**src/rtl/muldiv_pkg.sv**
```systemverilog
// Shared constants and types for the iterative multiply/divide unit.
package muldiv_pkg;

  localparam int DEFAULT_WIDTH = 32;
  localparam int DEFAULT_CNT_W = 6;

  localparam logic [1:0] ST_IDLE = 2'd0;
  localparam logic [1:0] ST_CALC = 2'd1;
  localparam logic [1:0] ST_FIX  = 2'd2;

  // LO after a divide by zero is every bit set to this value, whatever WIDTH is.
  localparam logic DIV0_LO_BIT = 1'b1;

  typedef enum logic {
    MODE_MUL = 1'b0,
    MODE_DIV = 1'b1
  } mode_e;

endpackage

```
**src/rtl/muldiv_step.sv**
```systemverilog
// One radix-2 iteration: shift-add for multiply, restoring subtract-shift for divide.
module muldiv_step
  import muldiv_pkg::*;
#(
  parameter int WIDTH = DEFAULT_WIDTH
) (
  input  mode_e                mode,
  input  logic [2*WIDTH-1:0]   acc,
  input  logic [WIDTH-1:0]     operand,
  output logic [2*WIDTH-1:0]   acc_next
);

  logic [WIDTH:0] add_sum;
  logic [WIDTH:0] rem_shift;
  logic [WIDTH:0] diff;

  // NOTE: every output of a combinational block is assigned on every path, so no latch is inferred.
  always_comb begin
    add_sum   = {1'b0, acc[2*WIDTH-1:WIDTH]} + (acc[0] ? {1'b0, operand} : '0);
    rem_shift = acc[2*WIDTH-1:WIDTH-1];
    diff      = rem_shift - {1'b0, operand};
    acc_next  = {add_sum, acc[WIDTH-1:1]};
    if (mode == MODE_DIV) begin
      // Top bit of diff set means the trial subtraction borrowed: restore.
      if (diff[WIDTH]) acc_next = {rem_shift[WIDTH-1:0], acc[WIDTH-2:0], 1'b0};
      else             acc_next = {diff[WIDTH-1:0],      acc[WIDTH-2:0], 1'b1};
    end
  end

endmodule

```
**src/rtl/muldiv_iter_unit.sv**
```systemverilog
// Iterative multiply/divide unit owning HI/LO: 33 busy cycles per operation.
module muldiv_iter_unit
  import muldiv_pkg::*;
#(
  parameter int WIDTH = DEFAULT_WIDTH,
  parameter int CNT_W = DEFAULT_CNT_W
) (
  input  logic             clk,
  input  logic             rst,
  input  logic             start,
  input  logic             mul0_div1,
  input  logic             signed_op,
  input  logic [WIDTH-1:0] a,
  input  logic [WIDTH-1:0] b,
  input  logic             abort,
  input  logic             we_hi,
  input  logic             we_lo,
  input  logic [WIDTH-1:0] wd,
  output logic             busy,
  output logic             done,
  output logic             div_by_zero,
  output logic [WIDTH-1:0] hi,
  output logic [WIDTH-1:0] lo
);

  logic [1:0]         state;
  logic [CNT_W-1:0]   cnt;
  logic [2*WIDTH-1:0] acc;
  logic [2*WIDTH-1:0] acc_next;
  logic [WIDTH-1:0]   opnd;
  logic [WIDTH-1:0]   a_raw;
  mode_e              mode;
  logic               neg_q;
  logic               neg_r;
  logic               dbz;

  logic [WIDTH-1:0]   mag_a;
  logic [WIDTH-1:0]   mag_b;
  logic [2*WIDTH-1:0] prod_fix;
  logic [WIDTH-1:0]   quo_fix;
  logic [WIDTH-1:0]   rem_fix;

  // The most negative value maps onto itself, read as an unsigned magnitude.
  assign mag_a = (signed_op && a[WIDTH-1]) ? -a : a;
  assign mag_b = (signed_op && b[WIDTH-1]) ? -b : b;

  assign prod_fix = neg_q ? -acc : acc;
  assign quo_fix  = neg_q ? -acc[WIDTH-1:0] : acc[WIDTH-1:0];
  assign rem_fix  = neg_r ? -acc[2*WIDTH-1:WIDTH] : acc[2*WIDTH-1:WIDTH];

  assign busy = (state != ST_IDLE);

  muldiv_step #(.WIDTH(WIDTH)) u_step (
    .mode     (mode),
    .acc      (acc),
    .operand  (opnd),
    .acc_next (acc_next)
  );

  // NOTE: state is updated with non-blocking assignments so every register samples pre-edge values.
  always_ff @(posedge clk or posedge rst) begin
    // NOTE: all state including HI/LO and operand copies is cleared; there are no arrays here to leave unreset.
    if (rst) begin
      state       <= ST_IDLE;
      cnt         <= '0;
      acc         <= '0;
      opnd        <= '0;
      a_raw       <= '0;
      mode        <= MODE_MUL;
      neg_q       <= 1'b0;
      neg_r       <= 1'b0;
      dbz         <= 1'b0;
      hi          <= '0;
      lo          <= '0;
      done        <= 1'b0;
      div_by_zero <= 1'b0;
    end else begin
      done        <= 1'b0;
      div_by_zero <= 1'b0;
      case (state)
        ST_IDLE: begin
          if (we_hi) hi <= wd;
          if (we_lo) lo <= wd;
          if (start && !abort) begin
            state <= ST_CALC;
            cnt   <= '0;
            acc   <= {{WIDTH{1'b0}}, mag_a};
            opnd  <= mag_b;
            a_raw <= a;
            mode  <= mode_e'(mul0_div1);
            neg_q <= signed_op & (a[WIDTH-1] ^ b[WIDTH-1]);
            neg_r <= signed_op & a[WIDTH-1];
            dbz   <= mul0_div1 && (b == '0);
          end
        end
        ST_CALC: begin
          if (abort) begin
            state <= ST_IDLE;
          end else begin
            acc <= acc_next;
            cnt <= cnt + 1'b1;
            if (cnt == CNT_W'(WIDTH - 1)) state <= ST_FIX;
          end
        end
        ST_FIX: begin
          state <= ST_IDLE;
          if (!abort) begin
            done <= 1'b1;
            if (mode == MODE_MUL) begin
              hi <= prod_fix[2*WIDTH-1:WIDTH];
              lo <= prod_fix[WIDTH-1:0];
            end else if (dbz) begin
              hi          <= a_raw;
              lo          <= {WIDTH{DIV0_LO_BIT}};
              div_by_zero <= 1'b1;
            end else begin
              hi <= rem_fix;
              lo <= quo_fix;
            end
          end
        end
        default: state <= ST_IDLE;
      endcase
    end
  end

endmodule

```
**config.mk**
```make
export PLATFORM = sky130hd
export DESIGN_NAME = muldiv_iter_unit
export DESIGN_NICKNAME = d
export VERILOG_FILES = /design/src/rtl/muldiv_pkg.sv /design/src/rtl/muldiv_step.sv /design/src/rtl/muldiv_iter_unit.sv
export SDC_FILE = /design/constraint.sdc
export NUM_CORES = 1
export LEC_CHECK = 0
export CAP_MARGIN = 20
export CELL_PAD_IN_SITES_DETAIL_PLACEMENT = 1
export CELL_PAD_IN_SITES_GLOBAL_PLACEMENT = 2
export CORE_ASPECT_RATIO = 0.75
export CORE_UTILIZATION = 34
export CTS_CLUSTER_SIZE = 8
export DETAILED_ROUTE_END_ITERATION = 12
export GPL_TIMING_DRIVEN = 0
export PLACE_DENSITY = 0.89
export SLEW_MARGIN = 10
export SYNTH_ARGS = -nofsm -noshare
export SYNTH_HDL_FRONTEND = slang
export SYNTH_SLANG_ARGS = --single-unit
```
**constraint.sdc**
```tcl
create_clock -name clk -period 10.4 [get_ports clk]
set_input_delay 3.12 -clock clk [delete_from_list [all_inputs] [get_ports clk]]
set_output_delay 3.12 -clock clk [all_outputs]
set_load 0.03 [all_outputs]
```
==> run summary <==
The min-delay analysis places its worst path in the category flip-flop to flip-flop. After synthesis, the largest area contributor takes up 31.0% of total cell area. The number of detailed-routing iterations run before antenna repair came out at 5.

The cell count after synthesis came out at 2138. The commonest non-fill, non-tap cell in the layout is nand2_1. The post-route antenna net violation count is 0. Entering global routing, the biggest net connects 108 pins. The fraction of layout instances using a drive strength above 1 is 3.49%. The yosys synthesis warning count came out at 0. The clock reaches the later pin of the worst-skew pair after 580 ps. The wire length of the first global-routing pass came out at 117000 um. In this design, the critical path's most frequently occurring cell is a21oi_1.

The number of setup violations in the final report is 0. The final max-slew violation count is 0. At the placement stage, the worst setup path has a slack of 3880 ps. The post-synth design cell area came out at 16600 um^2. The maximum fanout encountered on the critical timing path is 10.

The die height came out at 193 um. Clock-pin slew was measured on the worst setup and hold paths at 50 ps. The initial cell density of the core came out at 34.8%. The end of the worst hold path is lo[0]$_DFFE_PP0P_. In this run the critical register-to-register path is launched from acc[0]$_DFFE_PP0P_. Counting every net in the synthesized netlist gives 2313. The number of inserted filler cells in the final layout is 5855. The number of buffers between clock root and the deepest sink is 3. The placer's final routability congestion estimate is 1.05. The detailed router finished its first iteration with 1618 violations. The worst hold path depth came out at 2. The area of the core is 47800 um^2.

The number of buffers inserted for hold repair after clock tree synthesis came out at 0. Setup repair after global routing left no endpoint under its margin. The die covers 49800 um^2. The number of max-capacitance violations reported came out at 0. The data required time of the worst path came out at 10820 ps. The number of flip-flops and latches in the synthesized netlist came out at 206.

Clock tree synthesis inserted a total of 30 buffers. The horizontal die dimension is 257 um. The global-route met1 utilization came out at 46.4%. The number of failing hold endpoints at the final stage is 0. The utilization after layout is 41.8%. TritonCTS built the clock tree. dfrtp_1 takes more of the synthesized area than any other cell. The total global routing track utilization came out at 30.6%. The top-level I/O count came out at 171. The number of cells on the critical path is 8. Buffers placed on the I/O ports in this run total 170. The most crowded layer after global routing is met1.

The initial antenna violation count is 4. Summing over every cut layer, the via total after detailed routing is 18000. The clock sink count is 206. The post-route fraction of the period consumed by the critical path is 58.4%. In the synthesized netlist the dominant register cell turns out to be dfrtp_1. In this run the critical register-to-register path is captured at acc[62]$_DFFE_PP0P_. The DRC violation count after routing came out at 0. Tracing the worst setup path back leads to its startpoint at abort.

The count of distinct cell types in the synthesized netlist is 90. The mean area per synthesized cell came out at 7.77 um^2. The post-CTS setup buffer count is 0.

The number of nets in the finished design came out at 2518. At the worst endpoint, the arrival time is 6490 ps. In this design, the stage delay of the slowest critical-path cell is 800 ps. The sum of net half-perimeters after detailed placement came out at 61800 um. The start point of the worst min-delay path is lo[0]$_DFFE_PP0P_.

The area growth from synthesis to layout is 20.3%. Summed over all cells, the static leakage comes to 8.31 nW. Of all flip-flops after synthesis, the portion carrying an async set or reset was 100%. Sequential elements use 31.0% of the synthesized area. VDD sags by at most 117 uV. The area of all placed cells without fillers came out at 20000 um^2. For the pin with the worst max-slew slack, the measured transition is 1290 ps. Row generation in the floorplan step produced 69 rows. The root buffer cell chosen for the clock tree is clkbuf_16. The met2 demand-to-capacity share in global routing is 43.9%. The type of element capturing the critical path is a flip-flop.

Together, buffers and inverters on the worst path number 3. Subtracting the final worst setup slack from the clock period gives 6070 ps. In the layout the commonest cells are 353 x nand2_1, 235 x o21ai_0, 206 x dfrtp_1. The cell family with the largest share of critical-path delay is buffers and inverters. The deepest level of the CTS H-tree is 1. The signal on the critical path passes through clkdlybuf4s50_1 -> nand2b_1 -> a21oi_1 -> nand2_1 -> clkinv_1 -> a21oi_1 -> clkbuf_1 -> o21ai_0. STA classifies the critical path startpoint as a primary input.

The fmax is 0.165 GHz. Between clock sinks in the finished design, the worst skew comes to 12.7 ps. The depth of the most critical reg-to-reg path came out at 14. The type of the worst setup path is primary input to flip-flop.

The post-cts gate resize count is 0. The met3 global-route usage is 7.08%. The sum of routed wire length over all layers is 77500 um.

Ranked by total cell area, the synthesized netlist is headed by dfrtp_1 31%, nand2_1 8.0%, o21ai_0 7.1%. The worst slew margin relative to its limit came out at 14.0%. The synthesized design contains 0 enable-type register cells.

The number of global-route vias before repair is 18200. In this run the register-to-register setup slack is 5330 ps. The placed standard-cell area is 19200 um^2. Summed over all layers, the global routing overflow is 0.

The routed wire length per instance came out at 25.9 um. For this design the ratio of total power to cell area is 272 nW/um^2. Dividing the detail-routed via count by the number of cells gives 6.02. Among all stages on the critical path, the largest delay is contributed by a21oi_1.

The run finished with clean final reports. The setup slack after layout is 4330 ps.
-- cell families after synthesis --
group	after synthesis	synth area share, %
buf+inv	212	5.16
xor+xnor	182	9.59
compound gates	661	24.3
fa+ha+maj	71	5.43
simple gates	743	20.7
mux	63	3.81
flops	206	31.0
-- cell type report --
class | count | area [um^2] | area share, %
Antenna cell | 3 | 7.51 | 0.0375
Buffer | 141 | 592 | 2.96
Clock buffer | 36 | 815 | 4.07
Clock inverter | 1 | 5.00 | 0.0250
Inverter | 71 | 274 | 1.37
Multi-Input combinational cell | 1720 | 10600 | 53.1
Sequential cell | 206 | 5150 | 25.8
Tap cell | 639 | 800 | 4.00
Timing Repair Buffer | 173 | 1740 | 8.70
-- power by group --
| part | switching [W] | internal [W] | total, W |
|---|---|---|---|
| Clock | 0.000379 | 0.000535 | 0.000914 |
| Sequential | 0.000271 | 0.000990 | 0.00126 |
| Combinational | 0.00210 | 0.00116 | 0.00326 |
| Total | 0.00275 | 0.00268 | 0.00543 |
-- routing by layer --
metal / routed length (um) / vias up
met2: 31900 / 752
met3: 7260 / 101
met4: 1420 / 0
met1: 36800 / 9117
met5: 0 / -
li1: - / 8033
-- Yosys cell counts, types with 4 or more instances --
master    number
xor2_1        68
a221oi_1       6
inv_1         69
nand3_1       42
o21ai_1       17
a211oi_1      19
buf_6          6
dfrtp_1      206
a31oi_1       22
nor3b_1        5
a221o_1        6
or4_1         15
clkbuf_1     119
and3_1        19
or3_1         15
o21ai_0      235
nor2_1       147
or2_2          7
buf_2          7
o31a_1         4
o22ai_1       43
and2_1        12
a22oi_1       19
o41ai_1       15
nor3_1        40
o31ai_1       24
a21oi_1      136
nor4_1        17
a21o_1        30
ha_1          69
nor2b_1        8
o221ai_1      15
o211ai_1      20
nand2_1      353
nand3b_1       5
mux2i_1       61
o21a_1        10
nand4_1        9
xnor2_1      114
buf_1          6
o21bai_1       8
nand2b_1      23
-- how the worst max path moves through the flow --
stage | endpoint | slack, ps
2_1_floorplan | a_raw[0]$_DFFE_PP0P_ | 1660
3_3_place_gp | opnd[31]$_DFFE_PP0P_ | -1540
3_5_place_dp | lo[10]$_DFFE_PP0P_ | 3880
4_1_cts | lo[10]$_DFFE_PP0P_ | 4450
5_1_grt | lo[14]$_DFFE_PP0P_ | 4150
6_report | lo[10]$_DFFE_PP0P_ | 4330
-- through the flow --
step / cells / total power (W) / hold WS [ps] / setup TNS (ps)
CTS: 2985 / 0.00534 / 483 / 0
floorplan: 2138 / 0.00329 / 440 / 0
global placement: 2947 / 0.00432 / 463 / -308230
global route: 2987 / 0.00572 / 493 / 0
finish: 2990 / 0.00543 / 477 / 0
detailed placement: 2948 / 0.00440 / 471 / 0
-- sequential cells by signal, indices dropped and copies added, names as in the netlist --
register / flops
acc: 64
neg_r: 1
mode: 1
cnt: 6
opnd: 32
done: 1
neg_q: 1
dbz: 1
a_raw: 32
lo: 32
hi: 32
state: 2
div_by_zero: 1
-- worst min-delay path: cells and delay by family, from the launching register on --
kind	cells	cell delay, ps
simple gates	1	50
compound gates	1	60
flops	1	340
No activity file was read; power rests on OpenSTA's default activity.
